==> config.mk <==
export PLATFORM = sky130hd
export DESIGN_NAME = decode_queue_stage
export DESIGN_NICKNAME = d
export VERILOG_FILES = /design/src/rtl/decode_queue_stage.sv
export SDC_FILE = /design/constraint.sdc
export NUM_CORES = 1
export LEC_CHECK = 0
export ABC_AREA = 1
export BUFFER_PORTS_ARGS = -buffer_cell sky130_fd_sc_hd__buf_4
export CORE_MARGIN = 1.5
export CORE_UTILIZATION = 25
export DETAILED_ROUTE_END_ITERATION = 6
export GPL_TIMING_DRIVEN = 0
export PLACE_DENSITY = 0.44
export SLEW_MARGIN = 10
export SYNTH_ARGS = -nofsm -noshare
export SYNTH_HDL_FRONTEND = slang
export SYNTH_SLANG_ARGS = --single-unit
export TNS_END_PERCENT = 50
==> constraint.sdc <==
create_clock -name clk -period 11 [get_ports clk]
set_input_delay 1.1 -clock clk [delete_from_list [all_inputs] [get_ports clk]]
set_output_delay 1.1 -clock clk [all_outputs]
set_load 0.02 [all_outputs]
==> src/rtl/decode_queue_stage.sv <==
// decode_queue_stage: RV32I instruction queue feeding a registered decode slot.
// Optional macro SYSTEM_DECODE_EN decodes FENCE/SYSTEM as I-type instead of illegal.
module decode_queue_stage #(
    parameter int FIFO_DEPTH = 4,
    parameter int PC_WIDTH   = 32
) (
    input  logic                          clk,
    input  logic                          reset,
    input  logic                          flush,
    input  logic                          in_valid,
    output logic                          in_ready,
    input  logic [31:0]                   in_instr,
    input  logic [PC_WIDTH-1:0]           in_pc,
    output logic                          out_valid,
    input  logic                          out_ready,
    output logic [PC_WIDTH-1:0]           out_pc,
    output logic [6:0]                    op,
    output logic [4:0]                    rd,
    output logic [4:0]                    rs1,
    output logic [4:0]                    rs2,
    output logic [2:0]                    funct3,
    output logic [6:0]                    funct7,
    output logic [2:0]                    aluOp,
    output logic [31:0]                   imm,
    output logic [2:0]                    instrType,
    output logic                          illegal,
    output logic                          stall,
    input  logic                          mem_write_ready,
    input  logic                          mem_read_data_valid,
    output logic [$clog2(FIFO_DEPTH):0]   count
);

    localparam int PW = $clog2(FIFO_DEPTH);
    localparam int CW = PW + 1;
    localparam logic [CW-1:0] DEPTH_C = CW'(FIFO_DEPTH);

    localparam logic [6:0] OP_LUI    = 7'b0110111;
    localparam logic [6:0] OP_AUIPC  = 7'b0010111;
    localparam logic [6:0] OP_JAL    = 7'b1101111;
    localparam logic [6:0] OP_BRANCH = 7'b1100011;
    localparam logic [6:0] OP_JALR   = 7'b1100111;
    localparam logic [6:0] OP_LOAD   = 7'b0000011;
    localparam logic [6:0] OP_IMM    = 7'b0010011;
    localparam logic [6:0] OP_STORE  = 7'b0100011;
    localparam logic [6:0] OP_REG    = 7'b0110011;
`ifdef SYSTEM_DECODE_EN
    localparam logic [6:0] OP_FENCE  = 7'b0001111;
    localparam logic [6:0] OP_SYSTEM = 7'b1110011;
`endif

    logic [31:0]         instr_mem [FIFO_DEPTH];
    logic [PC_WIDTH-1:0] pc_mem    [FIFO_DEPTH];
    logic [PW-1:0]       wr_ptr;
    logic [PW-1:0]       rd_ptr;

    logic        push;
    logic        pop;
    logic        mem_ok;
    logic        fire;
    logic        load_slot;
    logic [31:0] head;

    logic [4:0]  d_rd;
    logic [4:0]  d_rs1;
    logic [4:0]  d_rs2;
    logic [2:0]  d_funct3;
    logic [6:0]  d_funct7;
    logic [2:0]  d_alu;
    logic [31:0] d_imm;
    logic [2:0]  d_type;
    logic        d_ill;

    assign in_ready  = (count < DEPTH_C) & ~flush;
    assign push      = in_valid & in_ready;
    assign fire      = out_valid & out_ready & mem_ok;
    assign stall     = out_valid & ~fire;
    assign load_slot = (~out_valid | fire) & (count != '0);
    assign pop       = load_slot;
    assign head      = instr_mem[rd_ptr];

    // Loads wait for read data, stores for write acceptance; illegal never leaves.
    always_comb begin
        mem_ok = 1'b1;
        if (illegal)
            mem_ok = 1'b0;
        else if (op == OP_LOAD)
            mem_ok = mem_read_data_valid;
        else if (instrType == 3'd5)
            mem_ok = mem_write_ready;
    end

    // Decode the queue head into slot-ready fields.
    always_comb begin
        d_rd     = '0;
        d_rs1    = '0;
        d_rs2    = '0;
        d_funct3 = '0;
        d_funct7 = '0;
        d_alu    = '0;
        d_imm    = '0;
        d_type   = '0;
        d_ill    = 1'b0;
        unique case (head[6:0])
            OP_LUI, OP_AUIPC: begin
                d_rd   = head[11:7];
                d_imm  = {head[31:12], 12'h000};
                d_type = 3'd1;
            end
            OP_JAL: begin
                d_rd   = head[11:7];
                d_imm  = {{12{head[31]}}, head[19:12], head[20],
                          head[30:21], 1'b0};
                d_type = 3'd2;
            end
            OP_BRANCH: begin
                d_rs1    = head[19:15];
                d_rs2    = head[24:20];
                d_funct3 = head[14:12];
                d_imm    = {{20{head[31]}}, head[7], head[30:25],
                            head[11:8], 1'b0};
                d_type   = 3'd3;
            end
            OP_JALR, OP_LOAD, OP_IMM: begin
                d_rd     = head[11:7];
                d_rs1    = head[19:15];
                d_funct3 = head[14:12];
                d_imm    = {{20{head[31]}}, head[31:20]};
                d_type   = 3'd4;
                d_alu    = (head[6:0] == OP_LOAD) ? 3'd0 : head[14:12];
            end
`ifdef SYSTEM_DECODE_EN
            OP_FENCE, OP_SYSTEM: begin
                d_rd     = head[11:7];
                d_rs1    = head[19:15];
                d_funct3 = head[14:12];
                d_imm    = {{20{head[31]}}, head[31:20]};
                d_type   = 3'd4;
            end
`endif
            OP_STORE: begin
                d_rs1    = head[19:15];
                d_rs2    = head[24:20];
                d_funct3 = head[14:12];
                d_imm    = {{20{head[31]}}, head[31:25], head[11:7]};
                d_type   = 3'd5;
            end
            OP_REG: begin
                d_rd     = head[11:7];
                d_rs1    = head[19:15];
                d_rs2    = head[24:20];
                d_funct3 = head[14:12];
                d_funct7 = head[31:25];
                d_alu    = head[14:12];
                d_type   = 3'd6;
            end
            default: d_ill = 1'b1;
        endcase
    end

    // Queue storage; in_ready already excludes flush.
    always_ff @(posedge clk) begin
        if (push) begin
            instr_mem[wr_ptr] <= in_instr;
            pc_mem[wr_ptr]    <= in_pc;
        end
    end

    // Pointers and occupancy.
    always_ff @(posedge clk) begin
        if (reset | flush) begin
            wr_ptr <= '0;
            rd_ptr <= '0;
            count  <= '0;
        end else begin
            if (push)
                wr_ptr <= wr_ptr + PW'(1);
            if (pop)
                rd_ptr <= rd_ptr + PW'(1);
            case ({push, pop})
                2'b10:   count <= count + CW'(1);
                2'b01:   count <= count - CW'(1);
                default: count <= count;
            endcase
        end
    end

    // Output slot: reload from head when free or leaving, hold while stalled.
    always_ff @(posedge clk) begin
        if (reset) begin
            out_valid <= 1'b0;
            out_pc    <= '0;
            op        <= '0;
            rd        <= '0;
            rs1       <= '0;
            rs2       <= '0;
            funct3    <= '0;
            funct7    <= '0;
            aluOp     <= '0;
            imm       <= '0;
            instrType <= '0;
            illegal   <= 1'b0;
        end else if (flush) begin
            out_valid <= 1'b0;
            illegal   <= 1'b0;
        end else if (load_slot) begin
            out_valid <= 1'b1;
            out_pc    <= pc_mem[rd_ptr];
            op        <= head[6:0];
            rd        <= d_rd;
            rs1       <= d_rs1;
            rs2       <= d_rs2;
            funct3    <= d_funct3;
            funct7    <= d_funct7;
            aluOp     <= d_alu;
            imm       <= d_imm;
            instrType <= d_type;
            illegal   <= d_ill;
        end else if (fire) begin
            out_valid <= 1'b0;
        end
    end

endmodule

## After elaboration in Yosys (flattened, before gate mapping)

Memories as Yosys holds them, arrays and structs flattened. A register that Yosys moved wholly into a read port is not among the register bits.
Index checks and enable logic that the tools add are counted.

| storage, ports and cells | value |
|---|---|
| word-level logic and storage cells | 76 |
| memories | 2 |
| register bits | 79 |
| memory bits (writable) | 256 |

Memories:

| name | depth | bits a word | read ports | clocked after memory_dff | write ports | line | text |
|---|---|---|---|---|---|---|---|
| instr_mem | 4 | 32 | 1 | 1 | 1 | 51 | `logic [31:0] instr_mem [FIFO_DEPTH];` |
| pc_mem | 4 | 32 | 1 | 1 | 1 | 52 | `logic [PC_WIDTH-1:0] pc_mem [FIFO_DEPTH];` |

| cells by class | value |
|---|---|
| add/subtract/negate cells | 4 |
| reductions and logical operators | 11 |
| magnitude comparators | 1 |
| mux-type cells | 20 |
| bitwise operators | 11 |
| equal/unequal tests | 13 |

Operators with widths:

| operator | count |
|---|---|
| $pmux W32 S5 | 1 |
| $eq A7 B6 Y1 const B | 3 |
| $eq A7 B7 Y1 const B | 3 |
| $pmux W3 S6 | 1 |
| $mux W5 | 3 |
| $eq A7 B2 Y1 const B | 2 |
| $eq A7 B5 Y1 const B | 2 |
| $pmux W3 S2 | 2 |
| $reduce_or A9 Y1 | 1 |
| $mux W1 | 8 |
| $mux W7 | 1 |
| $reduce_or A7 Y1 | 1 |
| $and A1 B1 Y1 | 6 |
| $mux W3 | 2 |
| $reduce_or A3 Y1 | 2 |
| $reduce_or A6 Y1 | 1 |
| $add A2 B1 Y2 const B | 2 |
| $mux W2 | 2 |
| $reduce_bool A2 Y1 | 2 |
| $reduce_or A2 Y1 | 2 |
| $add A3 B1 Y3 const B | 1 |
| $eq A3 B3 Y1 const B | 1 |
| $lt A3 B3 Y1 const B | 1 |
| $not A1 Y1 | 3 |
| other kinds (6) | 7 |

## Longest topological paths before layout

| logic depth | value |
|---|---|
| word-level depth | 9 |
| depth in mapped cells | 16 |

## Worst setup path before layout

No wires, ideal clock.

| timing | value |
|---|---|
| path type | input port to flip-flop |
| start point | in flush |
| end point | mem instr_mem[0][0] (enable) |
| buffers on the path | 0 |
| setup time | 487 ps |
| setup slack | 6114 ps |
| arrival time | 4400 ps |
| required time | 10513 ps |
| stages on the path | 3 |
| cells stage by stage | nor2_1 > nand2_1 > nor2_1 |

| between the ends | value |
|---|---|
| longest elaborated chain between the ends | 5 |

RTL lines:

| item | line | text |
|---|---|---|
| from (decl) | 9 | `input logic flush,` |
| $not A1 Y1 (no line) | n/a |  |
| $and A1 B1 Y1 | 73 | `assign in_ready = (count < DEPTH_C) & ~flush;` |
| $and A1 B1 Y1 | 74 | `assign push = in_valid & in_ready;` |
| $mux W1 | 162 | `if (push) begin` |
| $mux W1 (implied by the code) | 163 | `instr_mem[wr_ptr] <= in_instr;` |
| to (decl) | 51 |  |

Every way passes these cells.

## Worst setup path after layout

| timing | value |
|---|---|
| start point | in mem_write_ready |
| end point | out stall |

| between the ends | value |
|---|---|
| longest elaborated chain between the ends | 6 |

RTL lines:

| item | line | text |
|---|---|---|
| from (decl) | 28 | `input logic mem_write_ready,` |
| $mux W1 | 88 | `else if (instrType == 3'd5)` |
| $mux W1 | 86 | `else if (op == OP_LOAD)` |
| $mux W1 | 84 | `if (illegal)` |
| $and A1 B1 Y1 | 75 | `assign fire = out_valid & out_ready & mem_ok;` |
| $not A1 Y1 | 76 | `assign stall = out_valid & ~fire;` |
| $and A1 B1 Y1 | 76 |  |
| to (decl) | 27 | `output logic stall,` |

Every way passes these cells.

==> metrics.cfg <==
[drt]
ant_nets = 0
firstDrtPassIters = 5
wirelength_um = 44000
routedWlPerCell_um = 19.0
drc = 0
via_per_inst = 4.46
vias = 10300
drt-initial-drc-count = 650

[layout]
final_area_um2 = 18200
nNetsFinal = 1599
layout_commonest_cell = nand2_1
mostFrequentLayoutCells = nand2_1 (263), edfxtp_1 (256), buf_4 (180)
final_layout_size_suffix_gt1_share_pct = 19.7
area_growth_pct = 27.5
postLayoutCoreUtil_pct = 32.3

[job]
cap_violations = 0

[yosys]
ys_ff_latch = 369
synth_top_cell_by_area = edfxtp_1
synth.cell_area_um2 = 14300
synth_cell_types = 35
async_flop_share_pct = 0
ys_seq_area_share_pct = 69.8
ys.flop_type = edfxtp_1
syn_inst = 1288
synth.net_count = 1365
synth_top_area_share_pct = 53.9
synth-edff-count = 256
synth.area.top_cells = edfxtp_1 (54%), dfxtp_1 (16%), nand2_1 (6.9%)
postSynthAreaPerCell_um2 = 11.1
ys_warn_count = 0

[pwr]
leakage_uw = 0.00669
peakVddDrop_mv = 0.0988
power.density_nw_per_um2 = 176
totalPowerFinal_uw = 3200

[cts]
cts_hold_buf = 0
cts-root-buf = clkbuf_16
numCtsBuffers = 42
cts_max_path_buffers = 3
cts_tree = done
path_clk_slew_ns = 0.05
clkSinkCount = 369
cts_setup_buffers = 0
cts-resized-gates = 0
cts_max_level = 2
clkLatencyLatePin_ns = 0.57

[grt]
grt_usage_pct = 14.9
grt_antenna_before_repair = 4
grt_pass1_wl_um = 65700
grt_pass1_vias = 10100
grt_max_degree = 23
grt_overflow = 0

[setup_path]
crit_path_max_fanout = 4
worstPathRequired_ns = 9.90
reg2regPathDepth = 10
worstPathArrival_ns = 2.39
critPathKind = in -> out
endpoint = stall
rr_startpoint = instrType[2]$_SDFFE_PP0P_
reg2reg_to = op[1]$_SDFFE_PP0P_
end_kind = output pin
ff2ff_setup_slack_ns = 8.00
crit_start = mem_write_ready
start_kind = input pin

[floorplan]
rows = 87
core_um2 = 56400
io_pins = 180
initial_core_util_pct = 25.3
fp.dieArea_um2 = 58500
chipHeight_um = 242
die_w_um = 242

[sta]
min_period_ns = 3.49
final_max_slew_viol_count = 0
fin_crit_sh_pct = 31.7
tns_ns = 0
hold_viol_final = 0
finalSetupViolCount = 0
hold-worst-slack_ns = 0.463
finClkSkew_ns = 0.0259
rsz0062_at_grt = false
max_slew_margin_pct = 38.5
max_freq_ghz = 0.287
worst_slew_pin_slew_ns = 0.923

[placement]
placed_cell_area_um2 = 16900
io_buffers = 178
place_congestion = 0.840
place.detailed.hpwl_um = 31200

[min_path]
min_path_type = reg -> reg

[status]
status = finished, final reports clean

registers in the layout (all words and copies together), names as in the netlist, named ones only:
| name | count |
|---|---|
| instr_mem | 128 |
| pc_mem | 128 |
| imm | 32 |
| out_pc | 32 |
| funct7 | 7 |
| op | 7 |
| rd | 5 |
| rs1 | 5 |
| rs2 | 5 |
| aluOp | 3 |
| count | 3 |
| funct3 | 3 |
| instrType | 3 |
| rd_ptr | 2 |
| wr_ptr | 2 |
| illegal | 1 |
| out_valid | 1 |
layer usage:
layer / GRT usage [%] / wire length [µm]
met5: 0 / 47
met4: 4.08 / 982
met3: 3.50 / 2590
met2: 24.5 / 20900
met1: 19.6 / 19500
cells in the mapped netlist, types with 4 or more instances:
cell      instances
or2_2            12
buf_2            17
nor3_1            5
o22ai_1          43
nand2_2          10
nand2_1         263
buf_1            10
buf_6             4
nand4_1          21
a22oi_1          13
o21ai_0         116
nand3_1          26
a21oi_1         134
nor2_1          127
ha_1              5
clkbuf_1         46
dfxtp_1         113
inv_1            40
edfxtp_1        256
metrics by stage:
stage | setup slack, ns | cells
after floorplan | 6.11 | 1288
after global placement | 3.23 | 2222
after detailed placement | 7.30 | 2234
after CTS | 7.56 | 2312
after global routing | 7.46 | 2312
final | 7.51 | 2313
power by group:
| group | internal [µW] | switching [µW] |
|---|---|---|
| combinational | 101 | 220 |
| clock | 786 | 554 |
| sequential | 1520 | 18.8 |
| total | 2410 | 793 |
cell families after synthesis:
kind of cell	Yosys count	share of synthesized area [%]
DFF	369	69.8
AOI/OAI and AO/OA	317	12.0
and+or+nand+nor	475	14.1
buffers and inverters	121	3.60
adders and majority gates	6	0.579
worst min-delay path by stage:
stage | startpoint | to | slack (ns) | depth (start not counted)
6_report | out_pc[1]$_SDFFE_PP0P_ | out_pc[1]$_SDFFE_PP0P_ | 0.46 | 2
5_1_grt | imm[12]$_SDFFE_PP0P_ | imm[12]$_SDFFE_PP0P_ | 0.48 | 2
4_1_cts | out_pc[1]$_SDFFE_PP0P_ | out_pc[1]$_SDFFE_PP0P_ | 0.47 | 2
3_5_place_dp | imm[12]$_SDFFE_PP0P_ | imm[12]$_SDFFE_PP0P_ | 0.46 | 2
3_3_place_gp | out_pc[20]$_SDFFE_PP0P_ | out_pc[20]$_SDFFE_PP0P_ | 0.46 | 2
2_1_floorplan | wr_ptr[1]$_SDFFE_PP0P_ | wr_ptr[1]$_SDFFE_PP0P_ | 0.49 | 2
critical path: stages:
cell	delay (ns)
buf_4	0.11
nor3_1	0.53
nand2_1	0.11
o211ai_1	0.14
nand2_1	0.14
inv_1	0.08
buf_4	0.16
cell type report:
| cell class | instances | area [µm²] |
|---|---|---|
| Timing Repair Buffer | 190 | 1630 |
| Clock buffer | 70 | 1230 |
| Fill cell | 5851 | 38200 |
| Tap cell | 756 | 946 |
| Sequential cell | 369 | 9950 |
| Buffer | 79 | 355 |
| Inverter | 42 | 158 |
| Antenna cell | 1 | 2.50 |
| Multi-Input combinational cell | 798 | 3830 |
| Clock inverter | 8 | 91.3 |
No activity file was read; power rests on OpenSTA's default activity.
